File: src/rtl/aes_ctr_ctrl_pkg.sv
// Shared definitions for the AES-CTR controller: core geometry, request
// function codes, controller state encodings and the core request/response
// structures.
package aes_ctr_ctrl_pkg;

    // Core geometry: key length in 32-bit words and block length in words.
    localparam int Nk    = 4;
    localparam int Nb    = 4;
    localparam int KEY_W = 32 * Nk;
    localparam int BLK_W = 32 * Nb;

    // Core function codes issued by the controller.
    localparam logic [1:0] FUNC_NONE = 2'd0;
    localparam logic [1:0] FUNC_KEXP = 2'd1;
    localparam logic [1:0] FUNC_CIPH = 2'd2;

    // Controller states.
    localparam logic [2:0] ST_IDLE  = 3'd0;
    localparam logic [2:0] ST_KEXP  = 3'd1;
    localparam logic [2:0] ST_KWAIT = 3'd2;
    localparam logic [2:0] ST_READY = 3'd3;
    localparam logic [2:0] ST_CIPH  = 3'd4;
    localparam logic [2:0] ST_WAIT  = 3'd5;
    localparam logic [2:0] ST_OUT   = 3'd6;

    // Request towards the AES core.
    typedef struct packed {
        logic             enable;
        logic [1:0]       func;
        logic [KEY_W-1:0] key;
        logic [BLK_W-1:0] data;
    } aes_in_type;

    // Response from the AES core.
    typedef struct packed {
        logic [BLK_W-1:0] result;
        logic             ready;
    } aes_out_type;

    // Mask selecting the low ctr_w bits of a counter block.
    function automatic logic [BLK_W-1:0] ctr_mask(input int ctr_w);
        return {BLK_W{1'b1}} >> (BLK_W - ctr_w);
    endfunction

endpackage

File: src/rtl/aes_ctr_ctrl_if.sv
// Data-path bundle of the AES-CTR controller: input block stream, output
// block stream and the AES core request/response pair. The controller uses
// the master view; the surrounding system uses the slave view.
interface aes_ctr_ctrl_if;
    import aes_ctr_ctrl_pkg::*;

    logic             s_valid;
    logic             s_ready;
    logic [BLK_W-1:0] s_data;

    logic             m_valid;
    logic             m_ready;
    logic [BLK_W-1:0] m_data;

    aes_in_type       aes_req;
    aes_out_type      aes_rsp;

    modport master (
        input  s_valid, s_data, m_ready, aes_rsp,
        output s_ready, m_valid, m_data, aes_req
    );

    modport slave (
        output s_valid, s_data, m_ready, aes_rsp,
        input  s_ready, m_valid, m_data, aes_req
    );

endinterface

File: src/rtl/aes_ctr_inc.sv
// Counter-block increment for CTR mode: adds one to the low CTR_W bits
// modulo 2^CTR_W, leaves the upper bits (nonce) untouched, and flags the
// case where the low bits roll over from all ones.
module aes_ctr_inc
    import aes_ctr_ctrl_pkg::*;
#(
    parameter int CTR_W = 32
) (
    input  logic [BLK_W-1:0] ctr,
    output logic [BLK_W-1:0] ctr_nxt,
    output logic             wrap
);

    localparam logic [BLK_W-1:0] MASK = ctr_mask(CTR_W);

    logic [BLK_W-1:0] low;
    logic [BLK_W-1:0] low_inc;

    // Masked add: the carry out of the counter field is discarded by the mask.
    always_comb begin
        low     = ctr & MASK;
        low_inc = (low + BLK_W'(1)) & MASK;
        ctr_nxt = (ctr & ~MASK) | low_inc;
        wrap    = (low == MASK);
    end

endmodule

File: src/rtl/aes_ctr_ctrl.sv
// AES counter-mode controller. Loads the key into an external AES core,
// then encrypts the running counter block once per input block and XORs the
// keystream with the input. Encryption and decryption are the same
// operation, so only key expansion and forward cipher requests are issued.
// One block is in flight at a time.
module aes_ctr_ctrl
    import aes_ctr_ctrl_pkg::*;
#(
    parameter int CTR_W    = 32,
    parameter int KEXP_CYC = 2
) (
    input  logic             rst,
    input  logic             clk,
    input  logic             key_load,
    input  logic [KEY_W-1:0] key,
    input  logic [BLK_W-1:0] iv,
    aes_ctr_ctrl_if.master   bus,
    output logic             key_valid,
    output logic             busy,
    output logic             ctr_wrap,
    output logic             load_err
);

    localparam int KW = (KEXP_CYC > 1) ? $clog2(KEXP_CYC + 1) : 1;

    logic [2:0]       st;
    logic [KEY_W-1:0] key_q;
    logic [BLK_W-1:0] ctr_q;
    logic [BLK_W-1:0] blk_q;
    logic [BLK_W-1:0] m_data_q;
    logic             m_valid_q;
    logic             key_valid_q;
    logic             ctr_wrap_q;
    logic [KW-1:0]    kcnt_q;

    logic [BLK_W-1:0] ctr_nxt;
    logic             ctr_wrap_nxt;
    logic             load_ok;

    aes_ctr_inc #(
        .CTR_W (CTR_W)
    ) u_inc (
        .ctr     (ctr_q),
        .ctr_nxt (ctr_nxt),
        .wrap    (ctr_wrap_nxt)
    );

    // A key load is honoured only when idle, or when ready with no block
    // offered in the same cycle (the block has priority); otherwise it is
    // dropped and flagged for that cycle.
    always_comb begin
        load_ok  = key_load &&
                   ((st == ST_IDLE) || ((st == ST_READY) && !bus.s_valid));
        load_err = key_load && !load_ok;
    end

    // Output decode: handshakes and core request are driven from state and
    // registered data so nothing leaks out while reset is held.
    always_comb begin
        bus.s_ready = (st == ST_READY);
        bus.m_valid = m_valid_q;
        bus.m_data  = m_data_q;
        key_valid   = key_valid_q;
        ctr_wrap    = ctr_wrap_q;
        busy        = (st != ST_IDLE) && (st != ST_READY);

        bus.aes_req.enable = (st == ST_KEXP) || (st == ST_CIPH);
        bus.aes_req.key    = key_q;
        bus.aes_req.func   = FUNC_NONE;
        bus.aes_req.data   = '0;
        if (st == ST_KEXP) begin
            bus.aes_req.func = FUNC_KEXP;
        end else if ((st == ST_CIPH) || (st == ST_WAIT)) begin
            // The counter block stays on the bus until the core answers.
            bus.aes_req.func = FUNC_CIPH;
            bus.aes_req.data = ctr_q;
        end
    end

    // Control FSM together with the key, counter and block registers.
    always_ff @(posedge clk or posedge rst) begin
        if (rst) begin
            st          <= ST_IDLE;
            key_q       <= '0;
            ctr_q       <= '0;
            blk_q       <= '0;
            m_data_q    <= '0;
            m_valid_q   <= 1'b0;
            key_valid_q <= 1'b0;
            ctr_wrap_q  <= 1'b0;
            kcnt_q      <= '0;
        end else begin
            case (st)
                ST_IDLE, ST_READY: begin
                    if ((st == ST_READY) && bus.s_valid) begin
                        blk_q <= bus.s_data;
                        st    <= ST_CIPH;
                    end else if (load_ok) begin
                        key_q       <= key;
                        ctr_q       <= iv;
                        key_valid_q <= 1'b0;
                        ctr_wrap_q  <= 1'b0;
                        st          <= ST_KEXP;
                    end
                end
                ST_KEXP: begin
                    kcnt_q <= KW'(KEXP_CYC);
                    st     <= ST_KWAIT;
                end
                ST_KWAIT: begin
                    // Counts down KEXP_CYC cycles; the key is usable once
                    // the count reaches zero.
                    kcnt_q <= kcnt_q - KW'(1);
                    if (kcnt_q <= KW'(1)) begin
                        key_valid_q <= 1'b1;
                        st          <= ST_READY;
                    end
                end
                ST_CIPH: begin
                    st <= ST_WAIT;
                end
                ST_WAIT: begin
                    // No timeout: the core is trusted to answer eventually.
                    if (bus.aes_rsp.ready) begin
                        m_data_q  <= blk_q ^ bus.aes_rsp.result;
                        m_valid_q <= 1'b1;
                        ctr_q     <= ctr_nxt;
                        if (ctr_wrap_nxt) begin
                            ctr_wrap_q <= 1'b1;
                        end
                        st <= ST_OUT;
                    end
                end
                ST_OUT: begin
                    if (bus.m_ready) begin
                        m_valid_q <= 1'b0;
                        st        <= ST_READY;
                    end
                end
                default: begin
                    st <= ST_IDLE;
                end
            endcase
        end
    end

endmodule

File: src/flat_wrapper.sv
// flat-port wrapper written by rule: the top's interface ports become plain ports
module aes_ctr_ctrl_flat import aes_ctr_ctrl_pkg::*;
#(
    parameter int CTR_W    = 32,
    parameter int KEXP_CYC = 2
)
  (rst, clk, key_load, key, iv, key_valid, busy, ctr_wrap, load_err, bus_s_valid, bus_s_data, bus_m_ready, bus_aes_rsp, bus_s_ready, bus_m_valid, bus_m_data, bus_aes_req);
  aes_ctr_ctrl_if bus_i ();
  input  logic rst;
  input  logic clk;
  input  logic key_load;
  input  logic [KEY_W-1:0] key;
  input  logic [BLK_W-1:0] iv;
  output logic key_valid;
  output logic busy;
  output logic ctr_wrap;
  output logic load_err;
  input wire logic [$bits(bus_i.s_valid)-1:0] bus_s_valid;
  input wire logic [$bits(bus_i.s_data)-1:0] bus_s_data;
  input wire logic [$bits(bus_i.m_ready)-1:0] bus_m_ready;
  input wire logic [$bits(bus_i.aes_rsp)-1:0] bus_aes_rsp;
  output wire logic [$bits(bus_i.s_ready)-1:0] bus_s_ready;
  output wire logic [$bits(bus_i.m_valid)-1:0] bus_m_valid;
  output wire logic [$bits(bus_i.m_data)-1:0] bus_m_data;
  output wire logic [$bits(bus_i.aes_req)-1:0] bus_aes_req;
  assign bus_i.s_valid = bus_s_valid;
  assign bus_i.s_data = bus_s_data;
  assign bus_i.m_ready = bus_m_ready;
  assign bus_i.aes_rsp = bus_aes_rsp;
  assign bus_s_ready = bus_i.s_ready;
  assign bus_m_valid = bus_i.m_valid;
  assign bus_m_data = bus_i.m_data;
  assign bus_aes_req = bus_i.aes_req;
  aes_ctr_ctrl #(.CTR_W(CTR_W), .KEXP_CYC(KEXP_CYC)) u_core (.rst(rst), .clk(clk), .key_load(key_load), .key(key), .iv(iv), .bus(bus_i), .key_valid(key_valid), .busy(busy), .ctr_wrap(ctr_wrap), .load_err(load_err));
endmodule
File: config.mk
export PLATFORM = sky130hd
export DESIGN_NAME = aes_ctr_ctrl_flat
export DESIGN_NICKNAME = d
export VERILOG_FILES = /design/src/rtl/aes_ctr_ctrl_pkg.sv /design/src/rtl/aes_ctr_ctrl_if.sv /design/src/rtl/aes_ctr_inc.sv /design/src/rtl/aes_ctr_ctrl.sv /design/src/flat_wrapper.sv
export SDC_FILE = /design/constraint.sdc
export NUM_CORES = 1
export LEC_CHECK = 0
export BUFFER_PORTS_ARGS = -buffer_cell sky130_fd_sc_hd__buf_2
export CAP_MARGIN = 20
export CORE_AREA = 3 3 352 354
export DETAILED_ROUTE_END_ITERATION = 12
export DIE_AREA = 0 0 355 357
export SLEW_MARGIN = 20
export SYNTH_ARGS = -nofsm -noshare
export SYNTH_HDL_FRONTEND = slang
export SYNTH_SLANG_ARGS = --single-unit
File: constraint.sdc
create_clock -name clk -period 15.65 [get_ports clk]
set_input_delay 0.7825 -clock clk [delete_from_list [all_inputs] [get_ports clk]]
set_output_delay 0.7825 -clock clk [all_outputs]
set_load 0.1 [all_outputs]
==> impl_metrics.yaml <==
logic_synthesis:
  synth_cells: 2192
  synth.top_cell.area_share: 0.588
  yosys.cell_types.count: 55
  synth-edff-count: 0
  ys_top_cells_by_count: "698 x sky130_fd_sc_hd__nand2_1, 520 x sky130_fd_sc_hd__dfrtp_1, 169 x sky130_fd_sc_hd__nor2_1, 144 x sky130_fd_sc_hd__a21oi_1, 132 x sky130_fd_sc_hd__and2_1"
  synth.area.top_cells: "sky130_fd_sc_hd__dfrtp_1 59%, sky130_fd_sc_hd__nand2_1 12%, sky130_fd_sc_hd__mux2_2 6.0%"
  ys_warn_count: 0
  synth_area_per_cell_um2: 10.1
  async_reset_ff_frac: 1.00
  synth_largest_area_cell: "sky130_fd_sc_hd__dfrtp_1"
  synth_net_count: 2712
  share_of_synthesized_area_occupied_by_flip_flops_and_latches: 0.588
  area_of_the_mapped_netlist_um2: 22100
  postSynth.topFlopCell: "sky130_fd_sc_hd__dfrtp_1"
  synth-seq-cells: 520
  synth_most_common_cell: "sky130_fd_sc_hd__nand2_1"
finish:
  num-fill-cells: 13200
  post-route-cell-area_um2: 30300
  synthToLayoutAreaGrowth_pct: 37.0
  regArea_um2: 13000
  area_of_the_multi_input_gates_um2: 8430
  final_core_util: 0.250
  nNetsFinal: 3581
  post_route_cells_drive_above_1_share: 0.372
setup_path:
  end_kind: "flip-flop"
  worst-endpoint-required_ps: 16220
  timing.critical_path.cells: "and4b_4 > a221oi_4 > buf_4 > nor2_4 > buf_4 > buf_4 > buf_4 > nand2_1 > nand2_1"
  arrival_ps: 5230
  timing.critical_path.from_type: "flip-flop"
  cpMostUsedCell: "sky130_fd_sc_hd__buf_4"
  critical_path.max_stage_delay_ps: 840
  criticalPathCategory: "flip-flop to flip-flop"
  worstPathMaxFanout: 95
  cp_slowest_cell: "sky130_fd_sc_hd__buf_4"
grt:
  grt.busiest_layer: "met2"
  grtUsageMet1: 0.164
  grt_max_degree: 130
  grt_use_total: 0.139
  wire_length_of_the_first_global_routing_pass_um: 131000
  overflow: 0
  grtUsageMet3: 0.0421
  met2_usage: 0.243
  first_global_vias: 18700
  antenna_found_initial: 66
hold_path:
  min_path_type: "input pin to async pin"
detailed_routing:
  firstDrtPassIters: 5
  route.detailed.drc: 0
  viasPerCell: 4.02
  via_count: 19100
  drtAntennaViolNets: 0
  final_routed_wire_length_divided_by_cell_count_um: 19.6
  drt_iter0_drc: 1222
  postRouteWirelength_um: 93000
placed_design:
  dpl.hpwl_um: 73800
  detailed_place.area_um2: 28200
  gp_congestion: 0.872
  io_buffers: 910
die:
  start_util: 0.182
  floorplan.core_area_um2: 121000
  row_count: 128
  fp.dieH_um: 357
  die_width_um: 355
  number_of_top_level_design_ports: 911
  die_area_um2: 127000
clock_tree:
  root_buffer: "sky130_fd_sc_hd__clkbuf_16"
  clk-insertion-delay-late_ps: 640
  clkTransAtPathRegs_ps: 60
  clock_buffer_count_from_cts: 61
  ctsHoldBuffers: 0
  cts_tree: "built"
  clockBufferDepth: 3
  cts_setup_buffers: 0
  post_cts.resized_instances: 0
  numClockSinks: 520
  ctsHtreeMaxLevel: 2
timing:
  timing_max_transition_violations_final: 0
  share_of_the_cycle_needed_by_the_critical_path_after_routing: 0.298
  setup_viol: 0
  totalNegativeSetupSlack_ps: 0
  final.setup_skew_ps: 17.9
  max_clk_rate_mhz: 215
  tightest_slew_ps: 1160
  timing_hold_violations_final: 0
  worst_slew_margin_relative_to_its_limit: 0.221
  post-route-min-period_ps: 4660
  unrepaired_setup_endpoints_after_global_routing: "false"
outcome:
  run_status: "finished clean"
flow_run:
  drv.max_cap_violation_count: 0
-- area by class of cell --
cell class,instances,share of cell area
flip-flops and latches,520,0.429
repair buffers,931,0.156
multi-input cells,1543,0.278
clock inverters,14,0.00454
inverters,4,0.000743
clock buffers,99,0.0631
diodes,11,0.000908
well taps,1625,0.0671
-- layout by cell type, fill, tap and decap left out, types with 19 or more instances in the layout --
cell                        Yosys  final
sky130_fd_sc_hd__buf_4         16     19
sky130_fd_sc_hd__mux2_2       118    118
sky130_fd_sc_hd__xnor2_1      130    130
sky130_fd_sc_hd__a21oi_1      144    144
sky130_fd_sc_hd__nor2_1       169    169
sky130_fd_sc_hd__dfrtp_1      520    520
sky130_fd_sc_hd__nand2_1      698    698
sky130_fd_sc_hd__clkbuf_16      0     63
sky130_fd_sc_hd__buf_2         35    910
sky130_fd_sc_hd__and2_1       132    131
sky130_fd_sc_hd__clkbuf_8       0     20
-- final timing paths --
| check | startpoint | to | slack [ps] | cells past startpoint |
|---|---|---|---|---|
| setup / recovery | u_core.st[2]$_DFFE_PP0P_ | u_core.key_q[118]$_DFFE_PP0P_ | 10990 | 9 |
| hold / removal | rst | u_core.key_q[64]$_DFFE_PP0P_ | 250 | 2 |
| setup reg to reg | u_core.st[2]$_DFFE_PP0P_ | u_core.key_q[118]$_DFFE_PP0P_ | 10990 | 9 |
| hold reg to reg | u_core.ctr_q[86]$_DFFE_PP0P_ | u_core.ctr_q[86]$_DFFE_PP0P_ | 470 | 2 |
| max in group asynchronous | rst | u_core.bus.m_data[127]$_DFFE_PP0P_ | 12350 | 5 |
| min in group clk | iv[124] | u_core.ctr_q[124]$_DFFE_PP0P_ | 330 | 3 |
-- layer usage --
| metal | share of wire | up-vias | wire length, um |
|---|---|---|---|
| li1 | - | 8834 | - |
| met5 | 0.00029 | - | 27 |
| met3 | 0.080 | 227 | 7410 |
| met2 | 0.49 | 836 | 45500 |
| met1 | 0.40 | 9160 | 36700 |
| met4 | 0.035 | 4 | 3250 |
-- critical path, delay by kind of cell, from the launching register on --
kind            cells  cell delay, ps
buf+inv             4            2530
compound gates      1              50
flops               1             730
simple gates        4            1110
-- flip-flops by register name (all words and copies together), names as in the netlist --
name and count:
u_core.key_q 128, u_core.blk_q 128, u_core.st 3, u_core.kcnt_q 2, u_core.key_valid 1, u_core.bus.m_valid 1, u_core.bus.m_data 128, u_core.ctr_q 128
u_core.ctr_wrap 1
-- metrics by stage --
stage	instances	hold slack [ps]	setup slack, ps
after floorplan	2192	437	341
after global placement	4622	449	10940
after CTS	4735	224	11020
after detailed placement	4622	454	10890
final	4747	245	10990
after global routing	4743	258	10660
-- cell families after synthesis --
group                    Yosys count  synth area share
adder cells (fa/ha/maj)            2           0.00113
AO/OA/AOI/OAI                    211            0.0557
XOR/XNOR                         130            0.0515
multiplexers                     133            0.0674
AND/OR/NAND/NOR                 1067             0.204
buffers and inverters            129            0.0317
flip-flops                       520             0.588
Power is not shown: default switching activity piles up to over one toggle a cycle in this logic, so the estimate is an artifact.
